===== src/rtl/fib_stream_if.sv =====
// Output stream of fib_stream: one term per beat, tagged with its index, last flag and overflow flag.
interface fib_stream_if #(
    parameter int unsigned WIDTH = 16,
    parameter int unsigned CNT_W = 16
) ();
    logic             valid;
    logic             ready;
    logic [WIDTH-1:0] data;
    logic [CNT_W-1:0] index;
    logic             last;
    logic             ovf;

    modport master (output valid, data, index, last, ovf, input ready);
    modport slave  (input valid, data, index, last, ovf, output ready);
endinterface


===== src/rtl/fib_stream.sv =====
// Two-seed additive recurrence generator. Emits n terms as a valid/ready stream and tags
// every term whose true value has wrapped.
module fib_stream #(
    parameter int unsigned WIDTH = 16,
    parameter int unsigned CNT_W = 16
) (
    input  logic             clk_i,
    input  logic             reset_i,
    input  logic             start_i,
    input  logic             abort_i,
    input  logic [CNT_W-1:0] n_i,
    input  logic [WIDTH-1:0] seed0_i,
    input  logic [WIDTH-1:0] seed1_i,
    fib_stream_if.master     out_if,
    output logic             busy_o,
    output logic             done_o,
    output logic             overflow_o
);

    typedef enum logic [1:0] {StIdle, StRun, StDone} state_e;

    state_e           state_q, state_d;
    logic [WIDTH-1:0] a_q, a_d, b_q, b_d;
    logic             a_ov_q, a_ov_d, b_ov_q, b_ov_d;
    logic [CNT_W-1:0] idx_q, idx_d, n_q, n_d;
    logic             ovf_q, ovf_d;
    logic [WIDTH:0]   sum;
    logic             last;

    // The extra top bit of the sum is the carry that feeds wrap tracking.
    assign sum  = {1'b0, a_q} + {1'b0, b_q};
    assign last = (state_q == StRun) && (idx_q == n_q - CNT_W'(1));

    always_comb begin
        state_d = state_q;
        a_d     = a_q;
        b_d     = b_q;
        a_ov_d  = a_ov_q;
        b_ov_d  = b_ov_q;
        idx_d   = idx_q;
        n_d     = n_q;
        ovf_d   = ovf_q;
        unique case (state_q)
            StIdle, StDone: begin
                if (start_i) begin
                    n_d     = n_i;
                    a_d     = seed0_i;
                    b_d     = seed1_i;
                    a_ov_d  = 1'b0;
                    b_ov_d  = 1'b0;
                    idx_d   = '0;
                    ovf_d   = 1'b0;
                    state_d = (n_i == '0) ? StDone : StRun;
                end
            end
            StRun: begin
                if (abort_i) begin
                    state_d = StIdle;
                    ovf_d   = 1'b0;
                end else if (out_if.ready) begin
                    a_d    = b_q;
                    b_d    = sum[WIDTH-1:0];
                    a_ov_d = b_ov_q;
                    b_ov_d = a_ov_q | b_ov_q | sum[WIDTH];
                    idx_d  = idx_q + CNT_W'(1);
                    ovf_d  = ovf_q | a_ov_q;
                    if (last) state_d = StDone;
                end
            end
            default: state_d = StIdle;
        endcase
    end

    always_ff @(posedge clk_i) begin
        if (reset_i) begin
            state_q <= StIdle;
            a_q     <= '0;
            b_q     <= '0;
            a_ov_q  <= 1'b0;
            b_ov_q  <= 1'b0;
            idx_q   <= '0;
            n_q     <= '0;
            ovf_q   <= 1'b0;
        end else begin
            state_q <= state_d;
            a_q     <= a_d;
            b_q     <= b_d;
            a_ov_q  <= a_ov_d;
            b_ov_q  <= b_ov_d;
            idx_q   <= idx_d;
            n_q     <= n_d;
            ovf_q   <= ovf_d;
        end
    end

    assign out_if.valid = (state_q == StRun);
    assign out_if.data  = a_q;
    assign out_if.index = idx_q;
    assign out_if.last  = last;
    assign out_if.ovf   = a_ov_q;
    assign busy_o       = (state_q == StRun);
    assign done_o       = (state_q == StDone);
    assign overflow_o   = ovf_q;

endmodule

===== src/flat_wrapper.sv =====
// flat-port wrapper written by rule: the top's interface ports become plain ports
module fib_stream_flat 
#(
    parameter int unsigned WIDTH = 16,
    parameter int unsigned CNT_W = 16
)
  (clk_i, reset_i, start_i, abort_i, n_i, seed0_i, seed1_i, busy_o, done_o, overflow_o, out_if_valid, out_if_data, out_if_index, out_if_last, out_if_ovf, out_if_ready);
  fib_stream_if #(.WIDTH(WIDTH), .CNT_W(CNT_W)) out_if_i ();
  input  logic clk_i;
  input  logic reset_i;
  input  logic start_i;
  input  logic abort_i;
  input  logic [CNT_W-1:0] n_i;
  input  logic [WIDTH-1:0] seed0_i;
  input  logic [WIDTH-1:0] seed1_i;
  output logic busy_o;
  output logic done_o;
  output logic overflow_o;
  output wire logic [$bits(out_if_i.valid)-1:0] out_if_valid;
  output wire logic [$bits(out_if_i.data)-1:0] out_if_data;
  output wire logic [$bits(out_if_i.index)-1:0] out_if_index;
  output wire logic [$bits(out_if_i.last)-1:0] out_if_last;
  output wire logic [$bits(out_if_i.ovf)-1:0] out_if_ovf;
  input wire logic [$bits(out_if_i.ready)-1:0] out_if_ready;
  assign out_if_valid = out_if_i.valid;
  assign out_if_data = out_if_i.data;
  assign out_if_index = out_if_i.index;
  assign out_if_last = out_if_i.last;
  assign out_if_ovf = out_if_i.ovf;
  assign out_if_i.ready = out_if_ready;
  fib_stream #(.WIDTH(WIDTH), .CNT_W(CNT_W)) u_core (.clk_i(clk_i), .reset_i(reset_i), .start_i(start_i), .abort_i(abort_i), .n_i(n_i), .seed0_i(seed0_i), .seed1_i(seed1_i), .out_if(out_if_i), .busy_o(busy_o), .done_o(done_o), .overflow_o(overflow_o));
endmodule

===== config.mk =====
export PLATFORM = sky130hd
export DESIGN_NAME = fib_stream_flat
export DESIGN_NICKNAME = d
export VERILOG_FILES = /design/src/rtl/fib_stream_if.sv /design/src/rtl/fib_stream.sv /design/src/flat_wrapper.sv
export SDC_FILE = /design/constraint.sdc
export NUM_CORES = 1
export LEC_CHECK = 0
export CAP_MARGIN = 40
export CORE_MARGIN = 3
export CORE_UTILIZATION = 55
export CTS_CLUSTER_DIAMETER = 40
export DETAILED_ROUTE_END_ITERATION = 8
export GPL_ROUTABILITY_DRIVEN = 0
export PLACE_DENSITY = 0.95
export SYNTH_ARGS = -nofsm -noshare
export SYNTH_HDL_FRONTEND = slang
export SYNTH_SLANG_ARGS = --single-unit

===== constraint.sdc =====
create_clock -name clk_i -period 3.8 [get_ports clk_i]
set_input_delay 0.95 -clock clk_i [delete_from_list [all_inputs] [get_ports clk_i]]
set_output_delay 0.95 -clock clk_i [all_outputs]
set_load 0.01 [all_outputs]

; ---- After elaboration in Yosys (flattened, before gate mapping)
; Cells that the tools add are included.
; W data, S select, Z words.
[totals]
word_cells = 59
ramBits = 0
latchBits = 0
n_memories = 0
rom_bits = 0
regBits = 69
in_bits = 53
[classes]
addsub = 3
reduce_logical = 9
bitwise_logic = 3
n_mux = 28
order_cmp = 0
div = 0
shifts = 0
eq_ne = 8
n_mul = 0
[op_table]
columns = operator, n
row1 = $mux W16, 9
row2 = $pmux W16 S2, 3
row3 = $add A16 B16 Y17, 1
row4 = $add A16 B1 Y16 const B, 1
row5 = $eq A16 B16 Y1, 1
row6 = $logic_not A16 Y1, 1
row7 = $sub A16 B1 Y16 const B, 1
row8 = $mux W2, 5
row9 = $mux W1, 7
row10 = $ne A3 B2 Y1 const B, 2
row11 = $pmux W1 S2, 3
row12 = $reduce_and A3 Y1, 2
row13 = $ne A2 B2 Y1 const B, 2
row14 = $pmux W2 S2, 1
row15 = $reduce_and A4 Y1, 1
row16 = $or A1 B1 Y1, 3
row17 = $eq A2 B1 Y1 const B, 1
row18 = $eq A2 B2 Y1 const B, 1
row19 = $logic_not A2 Y1, 1
row20 = $ne A2 B1 Y1 const B, 1
row21 = $reduce_and A2 Y1, 1
row22 = $reduce_bool A2 Y1, 1
row23 = $reduce_or A2 Y1, 1
row24 = $logic_and A1 B1 Y1, 1

; ---- Logic depth before layout (Yosys ltp)
[depth]
depth_word = 7
depth_mapped = 10
mapped_depth_nobuf = 10

; ---- Worst setup path after synthesis
; OpenSTA, ideal clock, no wires.
[synth_path]
path_type = reg2out
from = register u_core.n_q[0]
to = output out_if_last
stages_incl_launch_ff = 9
arrival_time_ns = 1.899
setup_slack_ns = 0.951
required_ns = 2.850
path_cell_list = dfxtp_1 > inv_1 > ha_1 > or4b_4 > nor2_1 > and2_1 > xnor2_1 > nor4_4 > and3_2
[synth_between]
elab_chain_cells = 3
[synth_rtl]
columns = item, line_no
row1 = "start, declared", fib_stream.sv:25  ; logic [CNT_W-1:0] idx_q, idx_d, n_q, n_d;
row2 = "start signal, assigned", fib_stream.sv:91  ; n_q <= n_d;
row3 = $sub A16 B1 Y16, fib_stream.sv:32  ; assign last = (state_q == StRun) && (idx_q == n_q - CNT_W'(1));
row4 = $eq A16 B16 Y1, fib_stream.sv:32
row5 = $logic_and A1 B1 Y1, fib_stream.sv:32
row6 = "end, declared", flat_wrapper.sv:22  ; output wire logic [$bits(out_if_i.last)-1:0] out_if_last;
; No other way between the ends.

; ---- Worst setup path after layout
[layout_path]
from = register u_core.n_q[6]
to = output out_if_last
; Same word-level chain as after synthesis.

==> flow_summary_export.csv <==
group,metric,value,unit
outcome,status,"finished clean",
timing,min_period,3.58,ns
pwr,power_density,348,nW/um^2
pwr,power.leakage,0.00195,uW
timing,slew_headroom,50.3,%
global_route,use_met2,49.5,%
synth,ys_types,57,
timing,post-route-period-util,94.2,%
floorplan,die_h,91.8,um
synth,yosysTopAreaCell,"dfxtp_1",
clock_tree,cts_tree,"yes",
hold_path,hold_start,"u_core.out_if.data[0]",
layout,design_area,5230,sq um
timing,hold_viol,0,
route,via_count,4289,
clock_tree,ctsHtreeMaxLevel,3,
clock_tree,clk_latency,0.35,ns
route,vias_per_cell,6.17,
clock_tree,cts-root-buf,"clkbuf_8",
synth,synthFlopType,"dfxtp_1",
worst_setup_path,cp-end-kind,"primary output",
timing,clock.fmax,279,MHz
hold_path,hp-class,"flip-flop to flip-flop",
worst_setup_path,r2r_cells,10,
clock_tree,post-cts-setup-buffers,0,
route,route.detailed.drc,0,
placed_design,dp_hpwl,8280,um
worst_setup_path,rrSetupSlack,1.34,ns
synth,ys_warn_count,0,
layout,syn_to_final_growth,29.3,%
worst_setup_path,critPathRequiredTime,2.85,ns
placed_design,port_buffers,90,
timing,fin_tns_setup,0,ns
placed_design,post_dp_cell_area,5020,sq um
pwr,p_int,1290,uW
job,max_cap_violations,0,
synth,synth_top_cell_area_share,34.1,%
hold_path,min_delay_path_depth,2,
layout,fin_nets,667,
global_route,grt_usage,27.9,%
route,final_antenna_net_count,0,
global_route,grt_use_met3,6.48,%
layout,layout_commonest_cell,"clkdlybuf4s50_1",
global_route,grt_start_max_net_pins,34,
route,drt_iter0_drc,323,
placed_design,place_ws,0.305,ns
timing,setup_viol,0,
floorplan,dieArea,8420,sq um
pwr,max-vdd-ir-drop,0.000278,V
global_route,busiest_layer,"met2",
worst_setup_path,cpMostUsedCell,"nor4_1",
worst_setup_path,critPathMaxStageDelay,0.69,ns
global_route,grt_pass1_vias,4170,
clock_tree,ctsHoldBuffers,0,
synth,ys_seq_area_share,34.1,%
timing,rsz0062_at_grt,"no",
clock_tree,path_clk_slew,0.07,ns
synth,async_reset_ff_share,0,%
timing,worst_slew_pin_slew,0.739,ns
worst_setup_path,timing.critical_path.from_type,"flip-flop",
worst_setup_path,worstPathCellList,"nor4_1 > nand2_1 > nor4_1 > xnor2_1 > nor4_4 > and3_2 > dlygate4sd2_1",
route,firstDrtPassIters,8,
pwr,combPwrFrac,22.1,%
timing,drv_slew,0,
route,wirelength,11600,um
worst_setup_path,r2r_end,"u_core.b_ov_q",
timing,setup_ws,0.219,ns
layout,fill_cells,468,
pwr,pwr-share-clk,33.7,%
global_route,grt_pass1_wl,19400,um
floorplan,core,6940,sq um
synth,synthesis.area,4050,sq um
layout,drive_gt1_share,6.84,%
worst_setup_path,arrival,2.63,ns
global_route,grt.met1_usage,33.0,%
worst_setup_path,cpMaxStageDelayCell,"nor4_1",
clock_tree,post_cts_resized,4,
route,wire_per_inst,16.7,um
synth,synth_area_leaders,"dfxtp_1 34%, a21oi_1 7.1%, nand2_1 6.5%",
worst_setup_path,timing.rr.start,"u_core.b_q[0]",
global_route,antenna_found_initial,0,
clock_tree,clock-sinks,69,
floorplan,ios,91,
pwr,power_switching,531,uW
synth,ys_ff_latch,69,
layout,n_antenna_cell,0,
clock_tree,cts_buffers,9,
hold_path,hold_end,"u_core.out_if.data[0]",
worst_setup_path,critPathKind,"flip-flop to primary output",
worst_setup_path,crit_fanout,7,
global_route,grt_overflow_total,0,
synth,synthCells,513,
synth,syn_nets,585,
floorplan,start_util,58.3,%
pwr,p_sw_share,29.2,%
synth,synth_area_per_cell,7.89,sq um
clock_tree,clock_path_buffers,2,
timing,finClkSkew,0.00863,ns
floorplan,die_x,91.8,um
floorplan,rows,30,
pwr,power.sequential.fraction,44.2,%
layout,final_cell_mix,"88 x clkdlybuf4s50_1, 70 x nand2_1, 69 x dfxtp_1",
synth,synth_edf_count,0,
[sequential cells by signal, summed over array words and instances (netlist names)]
register	flops
u_core.state_q	2
u_core.b_q	16
u_core.out_if.ovf	1
u_core.n_q	16
u_core.out_if.index	16
u_core.out_if.data	16
u_core.b_ov_q	1
u_core.overflow_o	1
[worst max-delay path by stage]
stage / slack, ns / depth (start not counted) / to / from
2_1_floorplan: 0.95 / 8 / out_if_last / u_core.n_q[0]
3_3_place_gp: 0.37 / 9 / out_if_last / u_core.n_q[0]
3_5_place_dp: 0.30 / 9 / out_if_last / u_core.n_q[0]
4_1_cts: 0.25 / 9 / out_if_last / u_core.n_q[0]
5_1_grt: 0.009 / 7 / out_if_last / u_core.n_q[2]
6_report: 0.22 / 7 / out_if_last / u_core.n_q[6]
[area by class of cell]
type,instances,area [sq um],area share [%]
clock inverter,4,47.5,0.909
inverter,16,60.1,1.15
multi-input combinational,400,2510,47.9
tap,96,120,2.30
clock buffer,11,151,2.90
timing repair buffer,99,962,18.4
sequential,69,1380,26.4
[layer usage]
layer  up-vias  part of all wire [%]
met1      1997                    39
li1       2003                     -
met2       256                    49
met3        33                   9.8
met5         -                     0
met4         0                   2.2
[metrics by stage]
stage	power (uW)	hold slack (ns)	instances	util, %
CTS	1810	0.482	695	75.2
global placement	1190	0.441	680	72.2
detailed placement	1210	0.468	680	72.2
floorplan	1060	0.432	513	-
finish	1820	0.481	695	75.3
global route	1890	0.509	695	75.3
[power by group through the flow]
stage	Clock, uW	Combinational, uW	Sequential [uW]
global route	646	438	808
CTS	611	395	800
global placement	0	373	814
finish	613	401	803
detailed placement	0	389	817
floorplan	0	247	809
[synthesized netlist by cell type, drive strengths merged, types with 3 or more instances]
cell type	number
nand2	70
dfxtp	69
a21oi	57
nor2	46
clkbuf	25
xnor2	24
a22oi	21
ha	18
inv	16
xor2	16
nand3	13
nor3	13
nor4	12
nand4	10
o21ai	10
nor2b	7
a221oi	6
and3	6
nand2b	6
a211oi	5
a21o	5
o21a	5
or2	5
or3	5
o211ai	4
a31oi	3
buf	3
[kinds of logic (layout without fill, tap and decap cells)]
logic type,Yosys count,in the layout,share of synthesized area [%]
AOI/OAI and AO/OA,135,135,21.6
xor gates and xnor gates,40,40,8.66
adders and majority gates,19,19,6.06
buffers and inverters,44,130,4.39
DFF,69,69,34.1
muxes,2,2,0.495
and+or+nand+nor,204,204,24.6
[critical path: cells and delay by family (launching register included)]
kind | cells | cell delay [ns]
xor+xnor | 1 | 0.17
buf+inv | 1 | 0.27
flops | 1 | 0.39
simple gates | 5 | 1.47
Power figures use the tool's default switching activity.
